### src/rtl/block_stream_gen.sv
// block_stream_gen: turns begin/end/filler/space tokens into one ASCII
// character per clock for the BlockChecker input side.
// Optional feature macro: BSG_EXPECT_EN adds a begin/end nesting model that
// drives exp_result with the verdict the checker is expected to give.
module block_stream_gen #(
  parameter int DEPTH_W    = 8,
  parameter int AUTO_SPACE = 1
) (
  input  logic       clk,
  input  logic       reset,
  input  logic       tok_valid,
  output logic       tok_ready,
  input  logic [1:0] tok_type,
  input  logic [2:0] tok_len,
  input  logic       tok_upper,
  output logic [7:0] out_char,
  output logic       out_valid,
  output logic       busy
`ifdef BSG_EXPECT_EN
  ,
  output logic       exp_result
`endif
);

  localparam logic [1:0] TOK_SPACE  = 2'd0;
  localparam logic [1:0] TOK_BEGIN  = 2'd1;
  localparam logic [1:0] TOK_END    = 2'd2;
  localparam logic [1:0] TOK_FILLER = 2'd3;

  typedef enum logic [1:0] {
    ST_IDLE = 2'd0,
    ST_EMIT = 2'd1,
    ST_SPC  = 2'd2
  } state_t;

  state_t     state_q, state_d;
  logic [1:0] type_q, type_d;
  logic [2:0] len_q, len_d;
  logic       upper_q, upper_d;
  logic [2:0] idx_q, idx_d;
  logic [7:0] char_q, char_d;
  logic       valid_q, valid_d;
  logic       busy_q, busy_d;
  logic       last_char;
  logic       is_word;

  // Index of the final character of a token; a zero filler length means one letter.
  function automatic logic [2:0] last_idx(input logic [1:0] t, input logic [2:0] l);
    logic [2:0] r;
    r = 3'd0;
    case (t)
      TOK_BEGIN:  r = 3'd4;
      TOK_END:    r = 3'd2;
      TOK_FILLER: r = (l == 3'd0) ? 3'd0 : l - 3'd1;
      default:    r = 3'd0;
    endcase
    return r;
  endfunction

  // Character of token t at position i; case folding touches letters only.
  function automatic logic [7:0] char_at(input logic [1:0] t, input logic [2:0] i,
                                         input logic up);
    logic [7:0] c;
    logic       letter;
    c      = 8'h20;
    letter = 1'b1;
    case (t)
      TOK_BEGIN: begin
        case (i)
          3'd0:    c = 8'h62;
          3'd1:    c = 8'h65;
          3'd2:    c = 8'h67;
          3'd3:    c = 8'h69;
          default: c = 8'h6E;
        endcase
      end
      TOK_END: begin
        case (i)
          3'd0:    c = 8'h65;
          3'd1:    c = 8'h6E;
          default: c = 8'h64;
        endcase
      end
      TOK_FILLER: c = 8'h61 + {5'd0, i};
      default: begin
        c      = 8'h20;
        letter = 1'b0;
      end
    endcase
    if (up && letter) begin
      c = c - 8'h20;
    end
    return c;
  endfunction

  assign last_char = (idx_q == last_idx(type_q, len_q));
  assign is_word   = (type_q != TOK_SPACE);
  assign tok_ready = (state_q == ST_IDLE);
  assign out_char  = char_q;
  assign out_valid = valid_q;
  assign busy      = busy_q;

  // Next-state, token latch and character index; outputs are derived from the next state.
  always_comb begin
    state_d = state_q;
    type_d  = type_q;
    len_d   = len_q;
    upper_d = upper_q;
    idx_d   = idx_q;
    case (state_q)
      ST_IDLE: begin
        if (tok_valid) begin
          state_d = ST_EMIT;
          type_d  = tok_type;
          len_d   = tok_len;
          upper_d = tok_upper;
          idx_d   = 3'd0;
        end
      end
      ST_EMIT: begin
        if (last_char) begin
          if (is_word && (AUTO_SPACE != 0)) begin
            state_d = ST_SPC;
          end else begin
            state_d = ST_IDLE;
          end
        end else begin
          idx_d = idx_q + 3'd1;
        end
      end
      ST_SPC: state_d = ST_IDLE;
      default: state_d = ST_IDLE;
    endcase

    char_d  = 8'h00;
    valid_d = 1'b0;
    busy_d  = 1'b0;
    case (state_d)
      ST_EMIT: begin
        char_d  = char_at(type_d, idx_d, upper_d);
        valid_d = 1'b1;
        busy_d  = 1'b1;
      end
      ST_SPC: begin
        char_d  = 8'h20;
        valid_d = 1'b1;
        busy_d  = 1'b1;
      end
      default: begin
        char_d  = 8'h00;
        valid_d = 1'b0;
        busy_d  = 1'b0;
      end
    endcase
  end

  // State, latched token and registered outputs; reset abandons any token in flight.
  always_ff @(posedge clk or negedge reset) begin
    if (!reset) begin
      state_q <= ST_IDLE;
      type_q  <= 2'd0;
      len_q   <= 3'd0;
      upper_q <= 1'b0;
      idx_q   <= 3'd0;
      char_q  <= 8'h00;
      valid_q <= 1'b0;
      busy_q  <= 1'b0;
    end else begin
      state_q <= state_d;
      type_q  <= type_d;
      len_q   <= len_d;
      upper_q <= upper_d;
      idx_q   <= idx_d;
      char_q  <= char_d;
      valid_q <= valid_d;
      busy_q  <= busy_d;
    end
  end

`ifdef BSG_EXPECT_EN
  logic [DEPTH_W-1:0] depth_q, depth_d;
  logic               err_q, err_d;
  logic               exp_q, exp_d;
  logic               word_done;

  assign word_done  = (state_q == ST_EMIT) && last_char;
  assign exp_result = exp_q;

  // Nesting model: updates on the cycle a BEGIN/END shows its last letter.
  always_comb begin
    depth_d = depth_q;
    err_d   = err_q;
    if (word_done && (type_q == TOK_BEGIN)) begin
      if (&depth_q) begin
        err_d = 1'b1;
      end else begin
        depth_d = depth_q + 1'b1;
      end
    end else if (word_done && (type_q == TOK_END)) begin
      if (depth_q != '0) begin
        depth_d = depth_q - 1'b1;
      end else begin
        err_d = 1'b1;
      end
    end
    exp_d = (depth_d == '0) && !err_d;
  end

  // Depth, sticky error and the registered verdict.
  always_ff @(posedge clk or negedge reset) begin
    if (!reset) begin
      depth_q <= '0;
      err_q   <= 1'b0;
      exp_q   <= 1'b1;
    end else begin
      depth_q <= depth_d;
      err_q   <= err_d;
      exp_q   <= exp_d;
    end
  end
`endif

endmodule

### config.mk
export PLATFORM = sky130hd
export DESIGN_NAME = block_stream_gen
export DESIGN_NICKNAME = d
export VERILOG_FILES = /design/src/rtl/block_stream_gen.sv
export SDC_FILE = /design/constraint.sdc
export NUM_CORES = 1
export LEC_CHECK = 0
export ABC_AREA = 1
export BUFFER_PORTS_ARGS = -buffer_cell sky130_fd_sc_hd__buf_2
export CORE_UTILIZATION = 35
export DETAILED_ROUTE_END_ITERATION = 16
export SYNTH_ARGS = -nofsm -noshare
export SYNTH_HDL_FRONTEND = slang
export SYNTH_SLANG_ARGS = --single-unit
export TNS_END_PERCENT = 20
### constraint.sdc
create_clock -name clk -period 2.7 [get_ports clk]
set_input_delay 0.405 -clock clk [delete_from_list [all_inputs] [get_ports clk]]
set_output_delay 0.405 -clock clk [all_outputs]
set_load 0.005 [all_outputs]
# Yosys cells after proc, flatten, opt, wreduce, memory -nomap -nowiden
# Cells that the tools add are included.
[word_totals]
ramBits = 0
ff_bits = 20
memories = 0
out_inout_bits = 11
rom_bits = 0
latch_bits = 0
inputBits = 9
[op_classes]
multipliers = 0
bitwise = 0
n_mux = 22
magnitude_cmp = 0
n_div = 0
n_reduce_logical = 8
shifts = 0
eq_ne = 13
addsub = 4
[op_table]
columns = ["cell", "count"]
rows = [
  ["8-bit one-hot mux with 3 select lines", 1],
  ["8-bit two-way mux", 2],
  ["4-bit one-hot mux with 4 select lines", 1],
  ["8-bit one-hot mux with 2 select lines", 1],
  ["2-bit equality test, second input constant", 5],
  ["2-bit two-way mux", 5],
  ["3-bit two-way mux", 3],
  ["3-bit one-hot mux with 3 select lines", 1],
  ["7-bit by 3-bit adder with 8-bit output, first input constant", 1],
  ["2-bit by 1-bit equality test with 1-bit output, second input constant", 4],
  ["4-bit one-hot mux with 2 select lines", 1],
  ["8-bit by 6-bit subtractor with 8-bit output, second input constant", 1],
  ["3-bit by 2-bit equality test with 1-bit output, second input constant", 2],
  ["3-bit logical NOT", 2],
  ["3-bit one-hot mux with 2 select lines", 1],
  ["1-bit two-way mux", 5],
  ["2-bit one-hot mux with 2 select lines", 1],
  ["3-bit by 1-bit adder with 3-bit output, second input constant", 1],
  ["3-bit by 1-bit equality test with 1-bit output, second input constant", 1],
  ["3-bit equality test", 1],
  ["3-bit OR reduction", 1],
  ["3-bit by 1-bit subtractor with 3-bit output, second input constant", 1],
  ["2-bit logical NOT", 1],
  ["2-bit AND reduction", 1],
  ["3 further kinds", 3],
]

# Depth between registers and ports, before layout
# Gate-level depths: netlist of the first run.
[depth]
depth_word = 13
depth_mapped = 22
depth_no_buf = 22

# Least setup slack after synthesis of the first run
# No wires, ideal clock.
[synth_timing]
path_type = "register to register"
from = "register len_q[0]"
to = "register char_q[2], in the netlist out_char[2]"
required_time_ns = 2.575
path_stages_with_launch = 20
path_buffers = 0
slack_ns = 0.423
arrival_time_ns = 2.152
cell_sequence = "dfrtp_1 -> nor2_4 -> inv_1 -> ha_1 -> inv_1 -> nand2_1 -> nand3_1 -> nand2_1 -> nor2_4 -> nand3_4 -> nand2_4 -> nand2_4 -> nand2_2 -> nand2_4 -> inv_2 -> ha_1 -> inv_1 -> ha_1 -> o21ai_0 -> a21oi_1"
[synth_via]
elab_cells_between_ends = 23
[synth_rtl]
columns = ["item", "line", "rtl"]
rows = [
  ["start, declared", "38", "logic [2:0] len_q, len_d;"],
  ["start signal, assigned", "171", "len_q <= len_d;"],
  ["3-bit by 1-bit subtractor with 3-bit output / 3-bit logical NOT (equally long branches)", "54", "TOK_FILLER: r = (l == 3'd0) ? 3'd0 : l - 3'd1;"],
  ["3-bit two-way mux (*)", "54", ""],
  ["3-bit one-hot mux with 3 select lines (*)", "51", "case (t)"],
  ["3-bit equality test (*)", "96", "assign last_char = (idx_q == last_idx(type_q, len_q));"],
  ["2-bit two-way mux (*)", "121", "if (last_char) begin"],
  ["2-bit one-hot mux with 2 select lines (*)", "110", "case (state_q)"],
  ["via state_d[0]", "36", "state_t state_q, state_d;"],
  ["2-bit equality test / 2-bit by 1-bit equality test with 1-bit output (equally long branches)", "138", "case (state_d)"],
  ["8-bit one-hot mux with 2 select lines (*)", "138", ""],
  ["via char_d[2]", "41", "logic [7:0] char_q, char_d;"],
  ["end signal, assigned", "174", "char_q <= char_d;"],
  ["end, declared", "41", ""],
]
# Mark *: on every way through the listed nets, which the timed path passes. The rest lies on a longest branch. The select of a mux whose other input is x is not followed.
# A chain may end at the register's enable or synchronous reset.

# Worst setup path in the final report of the first run
[layout_timing]
from = "register len_q[1]"
to = "register char_q[3], in the netlist out_char[3]"
# Same word-level chain as after synthesis.

==> results of run 1 <==
## cells in the mapped netlist, drive strengths merged
cell type | n | area share, %
nand3b | 1 | 0.66
o21ai | 3 | 2.0
conb | 1 | 0.33
inv | 21 | 6.9
nor3 | 3 | 1.7
clkinv | 2 | 0.66
nor2 | 15 | 7.3
ha | 9 | 9.8
a21oi | 9 | 3.9
mux2 | 3 | 2.9
nand3 | 12 | 7.6
nand4 | 2 | 1.1
nand2 | 30 | 13
buf | 4 | 2.6
dfrtp | 18 | 39
## report_power, final
group          leakage [uW]  internal, uW  switching [uW]
sequential         0.000223           383            83.2
clock             0.0000210          82.3            86.6
combinational      0.000455           433             727
total              0.000699           898             897
## path summary, 6_finish.rpt
kind                            slack (ns)                  from                     to
worst max-delay path                  0.20  len_q[1]$_DFFE_PN0P_  out_char[3]$_DFF_PN0_
worst min register to register        0.50     upper_q$_DFF_PN0_      upper_q$_DFF_PN0_
min in group clk                      0.34            tok_len[1]   len_q[1]$_DFFE_PN0P_
max in group asynchronous             2.40                 reset    type_q[0]$_DFF_PN0_
worst max register to register        0.20  len_q[1]$_DFFE_PN0P_  out_char[3]$_DFF_PN0_
worst min-delay path                 0.006                 reset  out_char[3]$_DFF_PN0_
## kinds of logic (layout without fill, tap and decap cells)
group	after synthesis	after routing
AOI/OAI and AO/OA	12	12
adders and majority gates	9	9
buffers and inverters	27	45
DFF	18	18
muxes	3	3
other	1	2
and+or+nand+nor	63	63
## state kept, by name, indices dropped and copies added, names as in the netlist
| register | count |
|---|---|
| busy | 1 |
| upper_q | 1 |
| idx_q | 3 |
| type_q | 2 |
| out_char | 6 |
| state_q | 2 |
| len_q | 3 |
## metal layers
metal  vias to the layer above  track usage, %  share of wire (%)
met5                         -               0                  0
met4                         0            4.08                1.3
met3                         3            1.53                3.2
met2                        18            22.8                 47
met1                       380            17.6                 48
li1                        449               -                  -
## repair_timing
item / 4_1_cts / 5_1_grt
resized for setup: 0 / 1
hold buffers: 0 / 0
setup endpoints to repair: 0 / 2
setup buffers: 0 / 1
## metrics by stage
stage               hold WS, ns  cells
floorplan                 0.109    134
global placement          0.352    191
detailed placement        0.358    191
CTS                      0.0159    195
global route             0.0342    196
finish                  0.00559    196
## cell type report
type,count,area (sq um),area share (%)
Clock buffer,4,36.3,2.77
Inverter,23,86.3,6.60
Multi-Input combinational cell,89,588,44.9
Sequential cell,18,450,34.4
Tap cell,44,55.1,4.21
Timing Repair Buffer,18,92.6,7.07
==> flow_metrics.tcl, run 1 <==
set metrics [dict create \
    routed_wl_microns 2050 \
    p_leak_uw 0.000699 \
    grt_first_pass_wirelength_microns 3540 \
    cp_data_arrival_time_ns 2.74 \
    finalCritPeriodShare_pct 92.7 \
    fin_area_sq_mm 0.00131 \
    dp_hpwl_microns 1650 \
    cts_tree "built" \
    drv_slew 0 \
    synthesis.area_sq_mm 0.00115 \
    hold_viol_final 0 \
    synth.avg_cell_area_sq_um 8.62 \
    portBuffers 17 \
    synth_fa_ha_area_share_pct 9.83 \
    core_area_sq_mm 0.00308 \
    ir_drop_uv 715 \
    synthSimpleGateAreaFrac_pct 31.6 \
    final_common_cell "nand2_1" \
    cp.depth 20 \
    syn2layout_area_growth_pct 14.2 \
    cpMaxStageDelayCell "dfrtp_1" \
    max_freq_mhz 399 \
    place_ws_ns 0.199 \
    worstHoldPathType "in -> async" \
    cp.required_ns 2.93 \
    n_fill_cell 320 \
    initial_core_util_pct 37.2 \
    clock_sinks 18 \
    vias 850 \
    maxCapViolCount 0 \
    vias_per_cell 4.34 \
    routabilityCongestion 0.784 \
    outcome "completed" \
    diodes 0 \
    clkTransAtPathRegs_ns 0.11 \
    grt_pass1_vias 881 \
    die_height_microns 59.2 \
    cpPeakStageDelay_ns 0.43 \
    die_w_microns 59.2 \
    power.density_mw_per_mm2 1370 \
    cp_top_family "simple AND/OR/NAND/NOR gates" \
    cp_max_fo 5 \
    grt_antenna_before_repair 0 \
    root_buffer "clkbuf_4" \
    wire_per_inst_microns 10.4 \
    cts_buffer_depth 2 \
    drt-initial-drc-count 2 \
    ys_seq_area_share_pct 39.3 \
    endpoint_kind "flip-flop" \
    synth_top_family_by_area "simple AND/OR/NAND/NOR gates" \
    worst_slack_ns 0.196 \
    worstSetupPathType "reg -> reg" \
    synth-compound-area-share_pct 5.90 \
    critPathBufInv 4 \
    power_uw 1790 \
    ant_nets 0 \
    gr-total-overflow 0 \
    mostFrequentLayoutCells "nand2_1 (21), dfrtp_1 (18), buf_2 (17), inv_1 (15), nor2_1 (10)" \
    clock_latency_ns 0.30 \
    fin_skew_ns 0.0110 \
    placed_cell_area_sq_mm 0.00126 \
    synth_cell_type_count 25 \
    ys_ff_latch 18 \
    yosys_warnings 0 \
    yosys.area_share.xor_xnor_pct 0 \
    h-tree-depth 1 \
    synthCells 133 \
    fin_util_pct 42.5 \
    synthMuxAreaShare_pct 2.95 \
    grt_max_degree 19 \
    io_pins 20 \
    fin_setup_tns_ns 0 \
    r2r.worst_path.cells 20 \
    numCtsBuffers 3 \
    layout.nets 171 \
    layout-drive-gt1-share_pct 34.2 \
    drc 0 \
    fp-row-count 20 \
    dieArea_sq_mm 0.00351 \
    start_kind "flip-flop" \
    first_pass_iters 4 \
    grt_usage_pct 13.3 \
    setup_viol 0 \
    crit_path_cell_trace "nor2_4 -> inv_1 -> ha_1 -> inv_1 -> nand2_1 -> nand3_1 -> nand2_1 -> nor2_4 -> nand3_4 -> nand2_4 -> nand2_4 -> nand2_2 -> nand2_4 -> inv_2 -> ha_1 -> inv_1 -> ha_1 -> nor3_2 -> a21oi_1 -> a21oi_1" \
    min_period_ns 2.50 \
]
(Power assumes the default switching activity.)
==> run 2, diff against run 1 <==
Settings changed: BUFFER_PORTS_ARGS -buffer_cell sky130_fd_sc_hd__buf_2 to -buffer_cell sky130_fd_sc_hd__clkbuf_2, CAP_MARGIN set to 20.
==> flow_metrics.tcl, run 2 (synthesized netlist as in run 1, its figures left out) <==
set metrics [dict create \
    syn2layout_area_growth_pct 15.7 \
    outcome "completed" \
    drt-initial-drc-count 12 \
    diodes 0 \
    drc 0 \
    start_kind "flip-flop" \
    endpoint_kind "flip-flop" \
    io_pins 20 \
    max_freq_mhz 408 \
    initial_core_util_pct 37.2 \
    fin_setup_tns_ns 0 \
    reg2reg_to "out_char[3]$_DFF_PN0_" \
    crit_path_cell_trace "nor2_4 -> inv_1 -> ha_1 -> inv_1 -> nand2_1 -> nand3_1 -> nand2_1 -> nor2_4 -> nand3_4 -> nand2_4 -> nand2_4 -> nand2_4 -> nand2_4 -> inv_2 -> ha_1 -> inv_1 -> ha_1 -> nor3_2 -> a21oi_1 -> a21oi_1" \
    numCtsBuffers 3 \
    cpPeakStageDelay_ns 0.43 \
    portBuffers 17 \
    cpMaxStageDelayCell "dfrtp_1" \
    fin_skew_ns 0.00880 \
    clkTransAtPathRegs_ns 0.11 \
    min_period_ns 2.45 \
    cts_buffer_depth 2 \
    place_ws_ns 0.183 \
    grt_first_pass_wirelength_microns 3880 \
    maxCapViolCount 0 \
    routabilityCongestion 0.846 \
    die_height_microns 59.2 \
    finalCritPeriodShare_pct 90.7 \
    fp-row-count 20 \
    dp_hpwl_microns 1740 \
    drv_slew 0 \
    ir_drop_uv 620 \
    cp_data_arrival_time_ns 2.68 \
    placedCellCount 191 \
    clock_sinks 18 \
    h-tree-depth 1 \
    wire_per_inst_microns 11.4 \
    r2r-start "len_q[1]$_DFFE_PN0P_" \
    grt_antenna_before_repair 0 \
    p_leak_uw 0.000706 \
    critical_path.most_common_cell "nand2_4" \
    die_w_microns 59.2 \
    first_pass_iters 4 \
    worst_slack_ns 0.252 \
    worstHoldPathType "in -> async" \
    reg2reg_slack_ns 0.25 \
    cts_tree "built" \
    dieArea_sq_mm 0.00351 \
    grt_pass1_vias 897 \
    cp_max_fo 4 \
    cts_hold_buf 0 \
    routed_wl_microns 2240 \
    core_area_sq_mm 0.00308 \
    vias_per_cell 4.52 \
    hold_viol_final 0 \
    r2r.worst_path.cells 20 \
    mostFrequentLayoutCells "nand2_1 (21), dfrtp_1 (18), clkbuf_2 (17), inv_1 (15), nor2_1 (10)" \
    power.density_mw_per_mm2 1410 \
    grt_max_degree 19 \
    setup_viol 0 \
    fin_cells 197 \
    fin_util_pct 43.1 \
    layout.nets 172 \
    final_common_cell "nand2_1" \
    root_buffer "clkbuf_4" \
    worstSetupPathType "reg -> reg" \
    layout-drive-gt1-share_pct 34.6 \
    ant_nets 0 \
    grt_usage_pct 15.0 \
    gr-total-overflow 0 \
    timing.hold.ws_ns 0.0297 \
    largest_reg_flops 6 \
    vias 891 \
    cp.required_ns 2.93 \
    clock_latency_ns 0.30 \
]
-- run 2: cell count changes in the layout (fill, tap and decap cells not counted), sizes merged --
cell / delta
buf: -16
clkbuf: +17
-- run 2: metal layers --
layer | GRT usage [%] | up-vias | share of wire, %
met2 | 25.4 | 19 | 49
met3 | 3.06 | 5 | 3.4
met5 | 0 | - | 0
met1 | 18.5 | 412 | 45
li1 | - | 455 | -
met4 | 6.12 | 0 | 1.9
-- run 2: repair_timing --
action / in CTS / in global routing
hold endpoints to repair: 0 / 0
setup buffers: 0 / 2
endpoints found under the setup margin: 0 / 3
resized for setup: 0 / 3
-- run 2: worst max-delay path: cells and delay by family, from the launching register on --
kind	cells	cell delay, ns
AOI/OAI and AO/OA	2	0.20
adders and majority gates	3	0.51
buffers and inverters	4	0.23
DFF	1	0.43
and+or+nand+nor	11	1.03
-- run 2: cell type report --
class | instances | area, sq um
multi-input cells | 89 | 598
inverters | 23 | 86.3
flip-flops and latches | 18 | 450
fillers | 310 | 1750
clock buffers | 4 | 36.3
well taps | 44 | 55.1
repair buffers | 19 | 100
-- run 2: worst max path at each step --
stage | from | endpoint | slack, ns | depth (start not counted)
finish | len_q[1]$_DFFE_PN0P_ | out_char[3]$_DFF_PN0_ | 0.25 | 20
floorplan | len_q[0]$_DFFE_PN0P_ | out_char[2]$_DFF_PN0_ | 0.42 | 19
global route | len_q[1]$_DFFE_PN0P_ | out_char[3]$_DFF_PN0_ | -0.008 | 20
global placement | len_q[0]$_DFFE_PN0P_ | out_char[3]$_DFF_PN0_ | 0.25 | 20
detailed placement | len_q[0]$_DFFE_PN0P_ | out_char[3]$_DFF_PN0_ | 0.18 | 20
CTS | len_q[0]$_DFFE_PN0P_ | out_char[3]$_DFF_PN0_ | 0.16 | 20
-- run 2: per-stage QoR --
| stage | cell area [sq um] | power, uW |
|---|---|---|
| finish | 1330 | 1860 |
| global route | 1330 | 2090 |
| CTS | 1300 | 1820 |
| detailed placement | 1260 | 1640 |
| global placement | 1260 | 1590 |
| floorplan | 1150 | 1390 |
-- run 2: where the power goes --
| group | switching, uW | internal [uW] |
|---|---|---|
| combinational | 756 | 465 |
| sequential | 91.0 | 383 |
| clock | 86.9 | 82.3 |
| total | 934 | 930 |
